$ cat src/rtl/sfm_pkg.sv
// Shared types for the softmax state-slot interface: op codes, request and
// update records, the controller-side control bundle and the active slot.
package sfm_pkg;

    localparam int ADDR_W        = 16;
    localparam int MAX_W         = 16;
    localparam int DEN_W         = 32;
    localparam int SLOT_STRIDE_B = 8;

    typedef enum logic [1:0] {ALLOC, LOAD, UPDATE, FREE} slot_op_e;

    typedef struct packed {
        logic [ADDR_W-1:0] addr;
        slot_op_e          op;
    } slot_req_t;

    typedef struct packed {
        logic [ADDR_W-1:0] addr;
        slot_op_e          op;
        logic [MAX_W-1:0]  maximum;
        logic [DEN_W-1:0]  denominator;
    } slot_update_t;

    typedef struct packed {
        logic [31:0]       cache_base_addr;
        logic [ADDR_W-1:0] addr;
        logic              req_valid;
        slot_req_t         req_op;
        logic              update_valid;
        slot_update_t      update_op;
    } slot_regfile_ctrl_t;

    typedef struct packed {
        logic             valid;
        logic [MAX_W-1:0] maximum;
        logic [DEN_W-1:0] denominator;
    } slot_t;

    // Byte address of a slot's first word; wraps at 32 bits.
    function automatic logic [31:0] slot_base(input logic [31:0] cache_base,
                                              input logic [ADDR_W-1:0] addr);
        return cache_base + 32'(addr) * 32'(SLOT_STRIDE_B);
    endfunction

endpackage

$ cat src/rtl/sfm_slot_req_fifo.sv
// Small synchronous FIFO. A push into a full FIFO is dropped and flagged on
// overflow unless a pop frees the slot in the same cycle. clear empties it
// and wins over a concurrent push.
module sfm_slot_req_fifo #(
    parameter int WIDTH = 8,
    parameter int DEPTH = 2
) (
    input  logic             clk,
    input  logic             rst,
    input  logic             clear,
    input  logic             push,
    input  logic [WIDTH-1:0] push_data,
    input  logic             pop,
    output logic [WIDTH-1:0] pop_data,
    output logic             full,
    output logic             empty,
    output logic             overflow
);
    localparam int PTR_W = $clog2(DEPTH);

    logic [WIDTH-1:0] mem [DEPTH];
    logic [PTR_W-1:0] wr_ptr;
    logic [PTR_W-1:0] rd_ptr;
    logic [PTR_W:0]   count;
    logic             do_push;
    logic             do_pop;

    assign empty    = (count == '0);
    assign full     = (count == (PTR_W+1)'(DEPTH));
    assign do_pop   = pop && !empty && !clear;
    assign do_push  = push && !clear && (!full || do_pop);
    assign overflow = push && !clear && full && !do_pop;
    assign pop_data = mem[rd_ptr];

    // Pointer and occupancy bookkeeping.
    always_ff @(posedge clk) begin
        if (rst || clear) begin
            wr_ptr <= '0;
            rd_ptr <= '0;
            count  <= '0;
        end else begin
            if (do_push) wr_ptr <= wr_ptr + 1'b1;
            if (do_pop)  rd_ptr <= rd_ptr + 1'b1;
            count <= count + (PTR_W+1)'(do_push) - (PTR_W+1)'(do_pop);
        end
    end

    // Storage array; contents are don't-care while empty, so no reset.
    always_ff @(posedge clk) begin
        if (do_push) mem[wr_ptr] <= push_data;
    end

endmodule

$ cat src/rtl/sfm_slot_cache.sv
// Holds the single active softmax slot and moves slots to/from TCDM.
// Updates spill the slot (denominator then maximum), loads refill it, and
// ALLOC/FREE only touch the local copy. Memory outputs are registered and a
// raised request holds address/data/wen until granted.
module sfm_slot_cache
    import sfm_pkg::*;
#(
    parameter int               REQ_DEPTH = 2,
    parameter logic [MAX_W-1:0] ALLOC_MAX = 16'hFF80
) (
    input  logic               clk_i,
    input  logic               rst_i,
    input  logic               clear_i,
    input  slot_regfile_ctrl_t slot_ctrl_i,
    output slot_t              state_slot_o,
    output logic               mem_req_o,
    input  logic               mem_gnt_i,
    output logic               mem_wen_o,
    output logic [31:0]        mem_add_o,
    output logic [31:0]        mem_data_o,
    output logic [3:0]         mem_be_o,
    input  logic [31:0]        mem_r_data_i,
    input  logic               mem_r_valid_i,
    output logic               err_o
);
    localparam logic [2:0] IDLE   = 3'd0;
    localparam logic [2:0] RD0    = 3'd1;
    localparam logic [2:0] RD1    = 3'd2;
    localparam logic [2:0] RDWAIT = 3'd3;
    localparam logic [2:0] WR0    = 3'd4;
    localparam logic [2:0] WR1    = 3'd5;
    localparam logic [2:0] DRAIN  = 3'd6;

    logic [2:0]       state;
    slot_req_t        head;
    logic             fifo_pop;
    logic             fifo_empty;
    logic             fifo_full;
    logic             fifo_ovf;
    slot_update_t     upd_q;
    logic             upd_vld;
    logic             upd_free;
    logic             upd_drop;
    logic [31:0]      cur_base;
    logic [MAX_W-1:0] cur_max;
    logic [DEN_W-1:0] cur_den;
    logic             rd_idx;
    logic [1:0]       outst;
    logic             xfer;
    logic             rd_gnt;
    logic             unused_ok;

    assign mem_be_o  = 4'hF;
    assign xfer      = mem_req_o && mem_gnt_i;
    assign rd_gnt    = xfer && mem_wen_o;
    // Pending update always wins arbitration over the FIFO head.
    assign fifo_pop  = (state == IDLE) && !clear_i && !upd_vld && !fifo_empty;
    assign upd_free  = !clear_i && (((state == IDLE) && upd_vld && (upd_q.op != UPDATE)) ||
                                    ((state == WR1) && xfer));
    assign upd_drop  = slot_ctrl_i.update_valid && upd_vld && !clear_i;
    assign unused_ok = ^{slot_ctrl_i.addr, mem_r_data_i[31:MAX_W], fifo_full};

    sfm_slot_req_fifo #(
        .WIDTH ($bits(slot_req_t)),
        .DEPTH (REQ_DEPTH)
    ) u_req_fifo (
        .clk       (clk_i),
        .rst       (rst_i),
        .clear     (clear_i),
        .push      (slot_ctrl_i.req_valid),
        .push_data (slot_ctrl_i.req_op),
        .pop       (fifo_pop),
        .pop_data  (head),
        .full      (fifo_full),
        .empty     (fifo_empty),
        .overflow  (fifo_ovf)
    );

    // Single-entry update holding register; a new update while occupied is dropped.
    always_ff @(posedge clk_i) begin
        if (rst_i) begin
            upd_vld <= 1'b0;
            upd_q   <= '0;
        end else if (clear_i || upd_free) begin
            upd_vld <= 1'b0;
        end else if (slot_ctrl_i.update_valid && !upd_vld) begin
            upd_vld <= 1'b1;
            upd_q   <= slot_ctrl_i.update_op;
        end
    end

    // Dropped-op pulse.
    always_ff @(posedge clk_i) begin
        if (rst_i) err_o <= 1'b0;
        else       err_o <= fifo_ovf || upd_drop;
    end

    // Outstanding read responses; a grant and a response may coincide.
    always_ff @(posedge clk_i) begin
        if (rst_i) begin
            outst <= 2'd0;
        end else begin
            case ({rd_gnt, mem_r_valid_i})
                2'b10:   outst <= outst + 2'd1;
                2'b01:   outst <= outst - 2'd1;
                default: ;
            endcase
        end
    end

    // Slot FSM: arbitration, memory handshakes and active-slot updates.
    always_ff @(posedge clk_i) begin
        if (rst_i) begin
            state        <= IDLE;
            state_slot_o <= '0;
            mem_req_o    <= 1'b0;
            mem_wen_o    <= 1'b1;
            mem_add_o    <= '0;
            mem_data_o   <= '0;
            cur_base     <= '0;
            cur_max      <= '0;
            cur_den      <= '0;
            rd_idx       <= 1'b0;
        end else if (clear_i) begin
            state_slot_o.valid <= 1'b0;
            rd_idx             <= 1'b0;
            if (state != IDLE) begin
                // An in-flight request must still complete its handshake.
                state <= DRAIN;
                if (xfer) begin
                    mem_req_o <= 1'b0;
                    mem_wen_o <= 1'b1;
                end
            end
        end else begin
            case (state)
                IDLE: begin
                    if (upd_vld) begin
                        state_slot_o.valid <= 1'b0;
                        if (upd_q.op == UPDATE) begin
                            cur_base <= slot_base(slot_ctrl_i.cache_base_addr, upd_q.addr);
                            cur_max  <= upd_q.maximum;
                            cur_den  <= upd_q.denominator;
                            state    <= WR0;
                        end
                    end else if (!fifo_empty) begin
                        if (head.op == ALLOC) begin
                            state_slot_o.valid       <= 1'b1;
                            state_slot_o.maximum     <= ALLOC_MAX;
                            state_slot_o.denominator <= '0;
                        end else if (head.op == LOAD) begin
                            state_slot_o.valid <= 1'b0;
                            cur_base <= slot_base(slot_ctrl_i.cache_base_addr, head.addr);
                            rd_idx   <= 1'b0;
                            state    <= RD0;
                        end
                    end
                end
                RD0: begin
                    if (!mem_req_o) begin
                        mem_req_o <= 1'b1;
                        mem_wen_o <= 1'b1;
                        mem_add_o <= cur_base;
                    end else if (mem_gnt_i) begin
                        mem_add_o <= cur_base + 32'd4;
                        state     <= RD1;
                    end
                end
                RD1: begin
                    if (mem_gnt_i) begin
                        mem_req_o <= 1'b0;
                        state     <= RDWAIT;
                    end
                    // Word0 response may already return alongside the word1 grant.
                    if (mem_r_valid_i) begin
                        state_slot_o.denominator <= mem_r_data_i;
                        rd_idx                   <= 1'b1;
                    end
                end
                RDWAIT: begin
                    if (mem_r_valid_i) begin
                        if (!rd_idx) begin
                            state_slot_o.denominator <= mem_r_data_i;
                            rd_idx                   <= 1'b1;
                        end else begin
                            state_slot_o.maximum <= mem_r_data_i[MAX_W-1:0];
                            state_slot_o.valid   <= 1'b1;
                            rd_idx               <= 1'b0;
                            state                <= IDLE;
                        end
                    end
                end
                WR0: begin
                    if (!mem_req_o) begin
                        mem_req_o  <= 1'b1;
                        mem_wen_o  <= 1'b0;
                        mem_add_o  <= cur_base;
                        mem_data_o <= cur_den;
                    end else if (mem_gnt_i) begin
                        mem_add_o  <= cur_base + 32'd4;
                        mem_data_o <= 32'(cur_max);
                        state      <= WR1;
                    end
                end
                WR1: begin
                    if (mem_gnt_i) begin
                        mem_req_o <= 1'b0;
                        mem_wen_o <= 1'b1;
                        state     <= IDLE;
                    end
                end
                DRAIN: begin
                    if (mem_req_o) begin
                        if (mem_gnt_i) begin
                            mem_req_o <= 1'b0;
                            mem_wen_o <= 1'b1;
                        end
                    end else if (outst == 2'd0) begin
                        state <= IDLE;
                    end
                end
                default: state <= IDLE;
            endcase
        end
    end

endmodule

$ cat config.mk
export PLATFORM = sky130hd
export DESIGN_NAME = sfm_slot_cache
export DESIGN_NICKNAME = d
export VERILOG_FILES = /design/src/rtl/sfm_pkg.sv /design/src/rtl/sfm_slot_req_fifo.sv /design/src/rtl/sfm_slot_cache.sv
export SDC_FILE = /design/constraint.sdc
export NUM_CORES = 1
export LEC_CHECK = 0
export ABC_AREA = 1
export CAP_MARGIN = 20
export CORE_ASPECT_RATIO = 1.4
export CORE_MARGIN = 2
export CORE_UTILIZATION = 49
export DETAILED_ROUTE_END_ITERATION = 8
export PLACE_DENSITY = 0.73
export SETUP_SLACK_MARGIN = 0.02
export SLEW_MARGIN = 10
export SYNTH_ARGS = -nofsm -noshare
export SYNTH_HDL_FRONTEND = slang
export SYNTH_SLANG_ARGS = --single-unit
$ cat constraint.sdc
create_clock -name clk_i -period 5.4 [get_ports clk_i]
set_input_delay 1.62 -clock clk_i [delete_from_list [all_inputs] [get_ports clk_i]]
set_output_delay 1.62 -clock clk_i [all_outputs]
set_load 0.05 [all_outputs]
== Word level (Yosys, flattened, before mapping) ==
Memory sizes are Yosys's and may differ from the RTL's. A register that Yosys moved wholly into a read port is not among the register bits.
Index checks and enable logic that the tools add are counted.

* Memory bits (writable): 36
* Output and inout port bits: 120
* Memories kept: 1
* Word-level logic and storage cells: 202
* Register bits after elaboration: 273
* Input port bits: 171

* Equality and inequality tests: 47
* Reductions and logical operators: 55
* Multiplexer cells: 66
* Bitwise logic cells: 2
* $add $sub $neg: 9

{| class="wikitable"
|+ Memory list
! memory !! depth !! bits a word !! read ports !! clocked after Yosys merged registers in !! write ports !! line !! RTL
|-
| u_req_fifo.mem || 2 || 18 || 1 || 1 || 1 || sfm_slot_req_fifo.sv:21 || <nowiki>logic [WIDTH-1:0] mem [DEPTH];</nowiki>
|}

{| class="wikitable"
|+ Operators by type and width
! operator !! count
|-
| 32-bit two-way mux || 11
|-
| 49-bit two-way mux || 2
|-
| 48-bit two-way mux || 2
|-
| 32-bit one-hot mux with 3 select lines || 1
|-
| 32-bit by 19-bit adder with 32-bit output || 2
|-
| 3-bit two-way mux || 17
|-
| 3-bit != test, second input constant || 14
|-
| 17-bit one-hot mux with 2 select lines || 1
|-
| 32-bit by 3-bit adder with 32-bit output, second input constant || 1
|-
| 1-bit two-way mux || 26
|-
| 3-bit one-hot mux with 7 select lines || 1
|-
| 1-bit logical AND || 18
|-
| 2-bit != test, second input constant || 9
|-
| 17-bit two-way mux || 1
|-
| 15-bit AND reduction || 1
|-
| 2-bit by 1-bit != test with 1-bit output, second input constant || 7
|-
| 7-bit AND reduction || 2
|-
| 6-bit AND reduction || 2
|-
| 3-bit == test, second input constant || 3
|-
| 4-bit by 3-bit != test with 1-bit output, second input constant || 2
|-
| 4-bit != test, second input constant || 2
|-
| 4-bit AND reduction || 2
|-
| 8-bit AND reduction || 1
|-
| 2-bit OR reduction || 4
|-
| other kinds (26) || 47
|}

== Longest topological paths before layout ==
Gate-level depths: netlist (run 1).

* Depth after elaboration: 10
* Mapped depth: 19
* Mapped depth without buffers: 17

== By module ==
Synthesis (run 1) repeated with hierarchy kept, for this count alone.

* Cell total of the unflattened synthesis: 1932
* Area, all modules: 14360.0 um^2

{| class="wikitable"
|+ Modules (own cells, without submodules)
! module !! area each (um^2) !! instances !! cells an instance
|-
| sfm_slot_cache || 12707.2 || 1 || 1829
|-
| sfm_slot_req_fifo || 1652.8 || 1 || 103
|}

== Worst setup path after synthesis (run 1) ==
OpenSTA, ideal clock, no wires.

* Kind: input-to-reg
* Start: input clear_i
* End: memory u_req_fifo.mem[1][0] (netlist bit), enable pin
* Slack: 1.846 ns
* Arrival: 3.160 ns
* Path buffers: 2
* Stages on the path: 5
* Library setup time: 0.394 ns
* Path through: clkbuf_1 -> inv_1 -> clkbuf_1 -> nand3_1 -> nor2_1

* Longest elaborated chain between the ends: 10
* Elaborated cells between the ends (all ways): 11
* Classes of those cells: mux (2); reduce/logical (9)

{| class="wikitable"
|+ Ends and longest elaborated chain
! what !! line !! RTL
|-
| from (decl) || sfm_slot_cache.sv:13 || <nowiki>input logic clear_i,</nowiki>
|-
| 1-bit zero test (*) || sfm_slot_req_fifo.sv:30, sfm_slot_req_fifo.sv:31, sfm_slot_cache.sv:57 ||
|-
| 1-bit logical AND (3 in series) || sfm_slot_cache.sv:57 || <nowiki>assign fifo_pop = (state == IDLE) && !clear_i && !upd_vld && !fifo_empty;</nowiki>
|-
| 1-bit logical AND (2 in series) || sfm_slot_req_fifo.sv:30 || <nowiki>assign do_pop = pop && !empty && !clear;</nowiki>
|-
| 1-bit logical OR || sfm_slot_req_fifo.sv:31 || <nowiki>assign do_push = push && !clear && (!full || do_pop);</nowiki>
|-
| 1-bit logical AND (*) || sfm_slot_req_fifo.sv:31 ||
|-
| 1-bit two-way mux (*) || sfm_slot_req_fifo.sv:50 || <nowiki>if (do_push) mem[wr_ptr] <= push_data;</nowiki>
|-
| 1-bit two-way mux (implied by the code) (*) || sfm_slot_req_fifo.sv:50 ||
|-
| to (decl) || sfm_slot_req_fifo.sv:21 ||
|}

Every way passes the cells marked *; elsewhere a longest branch is shown, timed or not.

== Worst setup path in the final report (run 1) ==
* Start: register upd_vld
* End: register cur_base[30]

* Longest elaborated chain between the ends: 2
* Elaborated cells between the ends (all ways): 6
* Classes of those cells: eq/ne (3); mux (1); reduce/logical (2)

{| class="wikitable"
|+ Ends and longest elaborated chain
! what !! line !! RTL
|-
| from (decl) || sfm_slot_cache.sv:41 || <nowiki>logic upd_vld;</nowiki>
|-
| from (signal assigned) || sfm_slot_cache.sv:82 || <nowiki>upd_vld <= 1'b0;</nowiki>
|-
| from (signal assigned) || sfm_slot_cache.sv:85 || <nowiki>upd_vld <= 1'b0;</nowiki>
|-
| from (signal assigned) || sfm_slot_cache.sv:87 || <nowiki>upd_vld <= 1'b1;</nowiki>
|-
| 2-bit by 1-bit != test with 1-bit output (no source line) (tied with other cells) || - ||
|-
| 6-bit AND reduction (no source line) || - ||
|-
| to (signal assigned) || sfm_slot_cache.sv:141 || <nowiki>cur_base <= slot_base(slot_ctrl_i.cache_base_addr, upd_q.addr);</nowiki>
|-
| to (signal assigned) || sfm_slot_cache.sv:153 || <nowiki>cur_base <= slot_base(slot_ctrl_i.cache_base_addr, head.addr);</nowiki>
|-
| to (decl) || sfm_slot_cache.sv:44 || <nowiki>logic [31:0] cur_base;</nowiki>
|}

Several ways; a longest one is shown, not always the timed one.
A chain may end at the register's enable or synchronous reset.

==> flow_summary.toml, run 1 <==
[run_status]
status = "completed"

[detailed_routing]
num_vias = 13200
wire_per_inst_um = 15.4
drtIter0Drc = 729
routed_wl_mm = 39.2
drc = 0
drt_first_pass_iters = 5
postRouteAntennaNets = 0
viasPerCell = 5.20

[clock_network]
cts_root_buffer = "clkbuf_16"
postCtsHoldBufs = 0
clockBufferDepth = 3
clk_latency_ns = 0.55
tritoncts = "done"
cts_resized = 0
cts_made_buffers = 29
cts_sinks = 310
clk_pin_slew_worst_paths_ns = 0.06
post-cts-setup-buffers = 0
h-tree-depth = 1

[global_routing]
grt_usage = 0.254
grt_overflow_total = 0
grt_start_max_net_pins = 114
antenna_found_initial = 2
grt_pass1_wl_mm = 61.8
grt_pass1_vias = 12300

[logic_synthesis]
yosysUniqueCellTypes = 47
synthesis.area_sq_um = 14000
syn_inst = 1925
yosysTopAreaCellShare = 0.393
ys_seq_area_frac = 0.470
yosysTopAreaCell = "dfxtp_1"
synthArstFlopShare = 0
yosys_warnings = 0
yosys-top-cells-area = "dfxtp_1 39%, nor2_1 11%, nand2_1 8.6%, edfxtp_1 7.7%, o21ai_0 6.7%"
yosys_most_used_dff = "dfxtp_1"
avgSynthCellArea_sq_um = 7.26
synth-edff-count = 36
ys_seq_elements = 310

[die]
start_util = 0.495
top_level_ports = 291
die_area_sq_um = 29900
die-width_um = 147
core_sq_um = 28200
die_height_um = 204
core.rowCount = 73

[cells_and_area]
final_area_sq_um = 17800
layout.nets = 2335
synthToLayoutAreaGrowth_pct = 27.4
fillers = 2498
drive_gt1_frac = 0.0402
utilization = 0.631

[critical_path]
crit_required_ns = 5.81
start_kind = "register"
r2r-end = "cur_base[30]"
setup.worst_path.start = "upd_vld"
criticalPathCategory = "reg -> reg"
crit_path_end_kind = "register"
rrSetupSlack_ns = 1.53
setup.worst_path.end = "cur_base[30]"
r2r_cells = 14
r2r_start = "upd_vld"
worst_ep_arrival_time_ns = 4.29
crit_fanout = 25

[placed_design]
place_area_sq_um = 16800
io_buffers = 270
gp_routability_congestion = 0.884
place_hpwl_mm = 28.1

[worst_hold_path]
hold_path_class = "reg -> reg"

[timing]
worst_pin_slew_ns = 0.970
slew_headroom = 0.352
finalCriticalPeriod_ns = 3.87
fmax_mhz = 258
clock_skew_ns = 0.0227
grt_setup_unrepaired = "false"
final_max_slew_viol_count = 0
finalHoldViolCount = 0
setup_tns_ns = 0
finalSetupViolCount = 0
timing.final.crit_share = 0.717

[power_and_ir_drop]
power_mw = 7.65
vdd_drop_max_uv = 267
p_per_area_nw_per_um2 = 430
p_leak_nw = 7.43

[flow_run]
drv_cap = 0
-- flip-flops by register name, indices dropped and copies added (netlist names), 2 cells and up, named ones only --
| signal | flops |
|---|---|
| cur_den | 32 |
| upd_q | 66 |
| state_slot_o | 49 |
| cur_base | 32 |
| u_req_fifo.count | 2 |
| mem_data_o | 32 |
| cur_max | 16 |
| mem_add_o | 32 |
| state | 3 |
| outst | 2 |
| u_req_fifo.mem | 36 |
-- layer usage --
metal  vias up  routed length, um  GRT usage
met5         -                  0          0
met4         0               1290     0.0860
met3        78               2040     0.0376
met2       380              20200      0.468
met1      6032              15700      0.299
li1       6709                  -          -
-- how the worst min path moves through the flow --
stage	endpoint	slack (ns)	start	depth (start not counted)
floorplan	upd_q[51]	0.42	upd_q[51]	2
global placement	upd_q[56]	0.45	upd_q[56]	2
detailed placement	upd_q[56]	0.46	upd_q[56]	2
CTS	upd_q[56]	0.46	upd_q[56]	2
global route	upd_q[56]	0.48	upd_q[56]	2
finish	upd_q[56]	0.46	upd_q[56]	2
-- kinds of logic (layout without fill, tap and decap cells) --
| family | count (synthesis) | in the layout | synth area share |
|---|---|---|---|
| buf+inv | 267 | 502 | 0.0768 |
| simple gates | 879 | 879 | 0.255 |
| flops | 310 | 310 | 0.470 |
| compound gates | 410 | 410 | 0.155 |
| other cells | 1 | 6 | 0.000268 |
| xor+xnor | 37 | 37 | 0.0232 |
| fa+ha+maj | 21 | 21 | 0.0193 |
-- critical path, cell delays in order (launching register included) --
cell and delay [ns]:
dfxtp_1 0.95, clkinv_1 0.77, nor2_1 0.35, a21oi_1 0.10, ha_1 0.40, nand2_1 0.12
nor2_1 0.25, inv_1 0.08, nor2_1 0.14, and2_1 0.14, nand2_1 0.06, nand3_1 0.08
nand2_1 0.05, nor2_1 0.21, nor2_1 0.06
-- report_power, final --
| group | leakage, nW | internal, mW | switching [mW] |
|---|---|---|---|
| Sequential | 2.56 | 2.63 | 0.180 |
| Clock | 0.472 | 1.15 | 0.843 |
| Combinational | 4.39 | 0.923 | 1.92 |
| Total | 7.43 | 4.71 | 2.94 |
-- cells in the mapped netlist (4+ instances only) --
library cell / count
inv_2: 7
a22oi_1: 17
buf_4: 8
nor2_1: 396
inv_1: 155
xor2_1: 27
ha_1: 20
o21ai_0: 188
dfxtp_1: 274
a21oi_1: 152
a31oi_1: 18
nand4_1: 11
nand3_1: 76
clkbuf_1: 69
nor3_1: 56
a211oi_1: 4
edfxtp_1: 36
xnor2_1: 10
nor2_2: 5
nand2_1: 321
o21ai_1: 21
buf_2: 20
-- stage by stage --
step / hold WS (ns) / worst slack, ns / cells
after floorplan: 0.424 / 1.85 / 1928
after global placement: 0.448 / 1.33 / 2486
final: 0.459 / 1.53 / 2540
after CTS: 0.464 / 1.62 / 2537
after detailed placement: 0.457 / 1.24 / 2486
after global routing: 0.484 / 1.23 / 2540
-- layout make-up --
class	instances	area, sq um	area share
tap	375	469	0.0264
clock inverter	9	73.8	0.00415
clock buffer	42	866	0.0486
timing repair buffer	286	2850	0.160
inverter	165	622	0.0349
sequential	310	6570	0.369
multi-input combinational	1351	6350	0.357
antenna	2	5.00	0.000281
-- layout by cell type, fill, tap and decap left out, types with 20 or more instances in the layout --
master           Yosys  final
inv_1              155    155
ha_1                20     20
o21ai_1             21     21
dfxtp_1            274    274
o21ai_0            188    188
nor2_1             396    395
a21oi_1            152    152
edfxtp_1            36     36
xor2_1              27     27
clkdlybuf4s50_1      0    269
nand3_1             76     76
nor3_1              56     56
clkbuf_16            0     30
nand2_1            321    320
Note: power is estimated with default switching activity, not from simulation.
==> run 2: changes to the inputs <==
clock period = 3.7 ns   (was 5.4 ns; I/O delays follow)
==> flow_summary.toml, run 2 (same netlist as run 1, synthesis figures left out) <==
[worst_hold_path]
hold_path_class = "reg -> reg"

[clock_network]
postCtsHoldBufs = 0
cts_sinks = 310
post-cts-setup-buffers = 0
cts_root_buffer = "clkbuf_16"
clockBufferDepth = 3
clk_pin_slew_worst_paths_ns = 0.07
cts_made_buffers = 30
tritoncts = "done"
cts_resized = 0
clk_latency_ns = 0.55
h-tree-depth = 1

[placed_design]
place_area_sq_um = 16900
io_buffers = 270
place_hpwl_mm = 28.8
gp_routability_congestion = 0.906
dp_slack_ns = 0.311

[die]
core_sq_um = 28200
start_util = 0.495
top_level_ports = 291
core.rowCount = 73
die_height_um = 204
die-width_um = 147
die_area_sq_um = 29900

[timing]
clock_skew_ns = 0.00862
fmax_mhz = 344
setup_ws_ns = 0.797
final_max_slew_viol_count = 0
holdWs_ns = 0.460
setup_tns_ns = 0
finalCriticalPeriod_ns = 2.90
slew_headroom = 0.416
worst_pin_slew_ns = 0.877
timing.final.crit_share = 0.785
grt_setup_unrepaired = "false"
finalHoldViolCount = 0
finalSetupViolCount = 0

[global_routing]
grt_usage = 0.263
grt_pass1_vias = 12900
antenna_found_initial = 2
grt_overflow_total = 0
grt_pass1_wl_mm = 64.4
grt_start_max_net_pins = 79

[detailed_routing]
wl_met3_mm = 2.28
wire_per_inst_um = 15.7
dr_wl_met2_mm = 20.3
num_vias = 13400
top_layer = "met4"
drt-met1-wl_mm = 15.6
drt_first_pass_iters = 5
postRouteAntennaNets = 0
drtIter0Drc = 645
drc = 0
viasPerCell = 5.23
routed_wl_mm = 40.1

[critical_path]
path_delay_family = "simple AND/OR/NAND/NOR gates"
crit_top_cell = "nand3_1"
crit_required_ns = 4.14
cp_slowest_stage_delay_ns = 0.49
criticalPathCategory = "reg -> reg"
crit_slowest_cell = "o21ai_0"
crit_chain = "clkinv_1 > o21ai_0 > inv_1 > fa_1 > inv_1 > nand3_1 > nand3_1 > nand2_1 > nand3_1 > nand2_1 > nand3_1 > nand3_1 > nand2_1 > inv_1"
crit_buf_inv = 4
start_kind = "register"
crit_fanout = 17
crit_path_end_kind = "register"
worst_ep_arrival_time_ns = 3.35

[cells_and_area]
final_area_sq_um = 18000
layout_common_cells = "395 x nor2_1, 320 x nand2_1, 274 x dfxtp_1"
final_common_cell = "nor2_1"
top_register = "upd_q"
layout.nets = 2345
reg_top3 = "upd_q (66), state_slot_o (49), u_req_fifo.mem (36)"
synthToLayoutAreaGrowth_pct = 28.6
drive_gt1_frac = 0.0450
largest_reg_flops = 66

[run_status]
status = "completed"

[power_and_ir_drop]
p_per_area_nw_per_um2 = 633
p_leak_nw = 7.49
vdd_drop_max_uv = 431
power_mw = 11.4

[flow_run]
drv_cap = 0
==> run 2: cell types whose count changed in the layout (fill, tap and decap cells not counted), sizes merged <==
cell      delta
bufinv       +2
clkbuf       -3
clkinv       +2
clkinvlp     +4
buf          +9
==> run 2: final cells by class <==
cell class,count,area [sq um]
fillers,2490,10300
flip-flops and latches,310,6570
multi-input cells,1351,6350
repair buffers,295,2930
clock buffers,39,836
inverters,165,622
well taps,375,469
clock inverters,17,179
diodes,2,5.00
==> run 2: worst min-delay path, delay by kind of cell (launching register included) <==
kind / cells / cell delay (ns)
DFF: 1 / 0.30
buffers and inverters: 1 / 0.06
AOI/OAI and AO/OA: 1 / 0.06
==> run 2: path summary, 6_finish.rpt <==
kind | startpoint | endpoint | slack [ns] | cells after the start
setup / recovery | upd_vld | cur_base[23] | 0.80 | 14
hold / removal | upd_q[51] | upd_q[51] | 0.46 | 2
setup reg to reg | upd_vld | cur_base[23] | 0.80 | 14
hold reg to reg | upd_q[51] | upd_q[51] | 0.46 | 2
==> run 2: routing by layer <==
layer | vias up | global-route usage
met2 | 411 | 0.479
met5 | - | 0
met3 | 118 | 0.0409
met1 | 6115 | 0.305
li1 | 6718 | -
met4 | 0 | 0.116
==> run 2: through the flow <==
step,std cells,util
after floorplan,1928,-
after global placement,2495,0.600
after detailed placement,2495,0.600
after CTS,2551,0.636
after global routing,2554,0.636
final,2554,0.636
==> run 2: power breakdown <==
group          total, mW  internal, mW  leakage (nW)  switching [mW]
logic               4.15          1.34          4.44            2.81
registers           4.10          3.84          2.56           0.259
clock network       3.12          1.81         0.487            1.31
total               11.4          6.99          7.49            4.38
==> run 3: changes to the inputs <==
clock period = 2.9 ns   (was 3.7 ns; I/O delays follow)
==> flow_summary.toml, run 3 (same netlist as run 1, synthesis figures left out) <==
[cells_and_area]
largest_reg_flops = 66
final_common_cell = "nor2_1"
final_area_sq_um = 18200
drive_gt1_frac = 0.0575
top_register = "upd_q"
layout.nets = 2376
synthToLayoutAreaGrowth_pct = 30.2
layout_common_cells = "395 x nor2_1, 320 x nand2_1, 274 x dfxtp_1"
reg_top3 = "upd_q (66), state_slot_o (49), u_req_fifo.mem (36)"

[clock_network]
cts_made_buffers = 30
cts_sinks = 310
h-tree-depth = 1
cts_root_buffer = "clkbuf_16"
clockBufferDepth = 3
tritoncts = "done"
postCtsHoldBufs = 0
clk_latency_ns = 0.56
clk_pin_slew_worst_paths_ns = 0.06

[timing]
clock_skew_ns = 0.0130
worst_pin_slew_ns = 0.886
finalSetupViolCount = 0
holdWs_ns = 0.471
final_max_slew_viol_count = 0
finalHoldViolCount = 0
fmax_mhz = 374
timing.final.crit_share = 0.922
setup_tns_ns = 0
grt_setup_unrepaired = "false"
finalCriticalPeriod_ns = 2.67
slew_headroom = 0.409

[die]
die_area_sq_um = 29900
start_util = 0.495
core.rowCount = 73
top_level_ports = 291
die_height_um = 204
core_sq_um = 28200
die-width_um = 147

[critical_path]
crit_required_ns = 2.03
crit_buf_inv = 1
crit_chain = "clkdlybuf4s50_1"
cp_slowest_stage_delay_ns = 0.88
worst_ep_arrival_time_ns = 1.80
crit_fanout = 3
crit_slowest_cell = "clkdlybuf4s50_1"
criticalPathCategory = "reg -> out"
start_kind = "register"
path_delay_family = "buffers and inverters"
crit_path_end_kind = "primary output"

[placed_design]
io_buffers = 270
gp_routability_congestion = 0.889
place_area_sq_um = 17200
place_hpwl_mm = 29.1

[run_status]
status = "completed"

[global_routing]
grt_start_max_net_pins = 79
grt_pass1_wl_mm = 63.2
grt_overflow_total = 0
antenna_found_initial = 2
grt_usage = 0.259
grt_pass1_vias = 13100

[power_and_ir_drop]
p_per_area_nw_per_um2 = 789
power_mw = 14.4
vdd_drop_max_uv = 561
p_leak_nw = 7.65

[detailed_routing]
top_layer = "met4"
drc = 0
dr_wl_met2_mm = 20.0
num_vias = 13400
wl_met3_mm = 2.30
drt-met1-wl_mm = 15.4
drt_first_pass_iters = 5
drtIter0Drc = 707
wire_per_inst_um = 15.4
routed_wl_mm = 39.8
postRouteAntennaNets = 0
viasPerCell = 5.18

[worst_hold_path]
hold_path_class = "reg -> reg"

[flow_run]
drv_cap = 0
## run 3: worst paths after layout
check,slack (ns),from,cells past startpoint,to
max,0.23,mem_wen_o,1,mem_wen_o
min,0.47,upd_q[51],2,upd_q[51]
max reg2reg,0.27,upd_vld,14,cur_base[12]
min reg2reg,0.47,upd_q[51],2,upd_q[51]
## run 3: layout make-up
class | instances | area, sq um
Sequential cell | 310 | 6570
Clock buffer | 46 | 872
Antenna cell | 2 | 5.00
Inverter | 165 | 622
Timing Repair Buffer | 326 | 3230
Clock inverter | 9 | 77.6
Multi-Input combinational cell | 1351 | 6350
Tap cell | 375 | 469
Fill cell | 2462 | 10000
## run 3: what timing repair did
item	CTS	global route
gates resized for setup	0	2
setup endpoints to repair	0	4
setup buffers	0	0
## run 3: per-stage QoR
stage / instances / setup WS [ns] / utilization
finish: 2584 / 0.227 / 0.645
global route: 2584 / 0.0248 / 0.645
CTS: 2582 / 0.202 / 0.644
detailed placement: 2527 / -0.0166 / 0.611
global placement: 2527 / 0.0284 / 0.611
floorplan: 1928 / 0.0964 / -
## run 3: layer usage
metal / global-route usage / up-vias
met5: 0 / -
met4: 0.133 / 0
met3: 0.0421 / 113
met2: 0.474 / 408
met1: 0.290 / 6105
li1: - / 6772
## run 3: power breakdown
group	total [mW]	internal, mW	switching, mW
clock	3.75	2.16	1.60
combinational	5.38	1.78	3.60
sequential	5.22	4.90	0.324
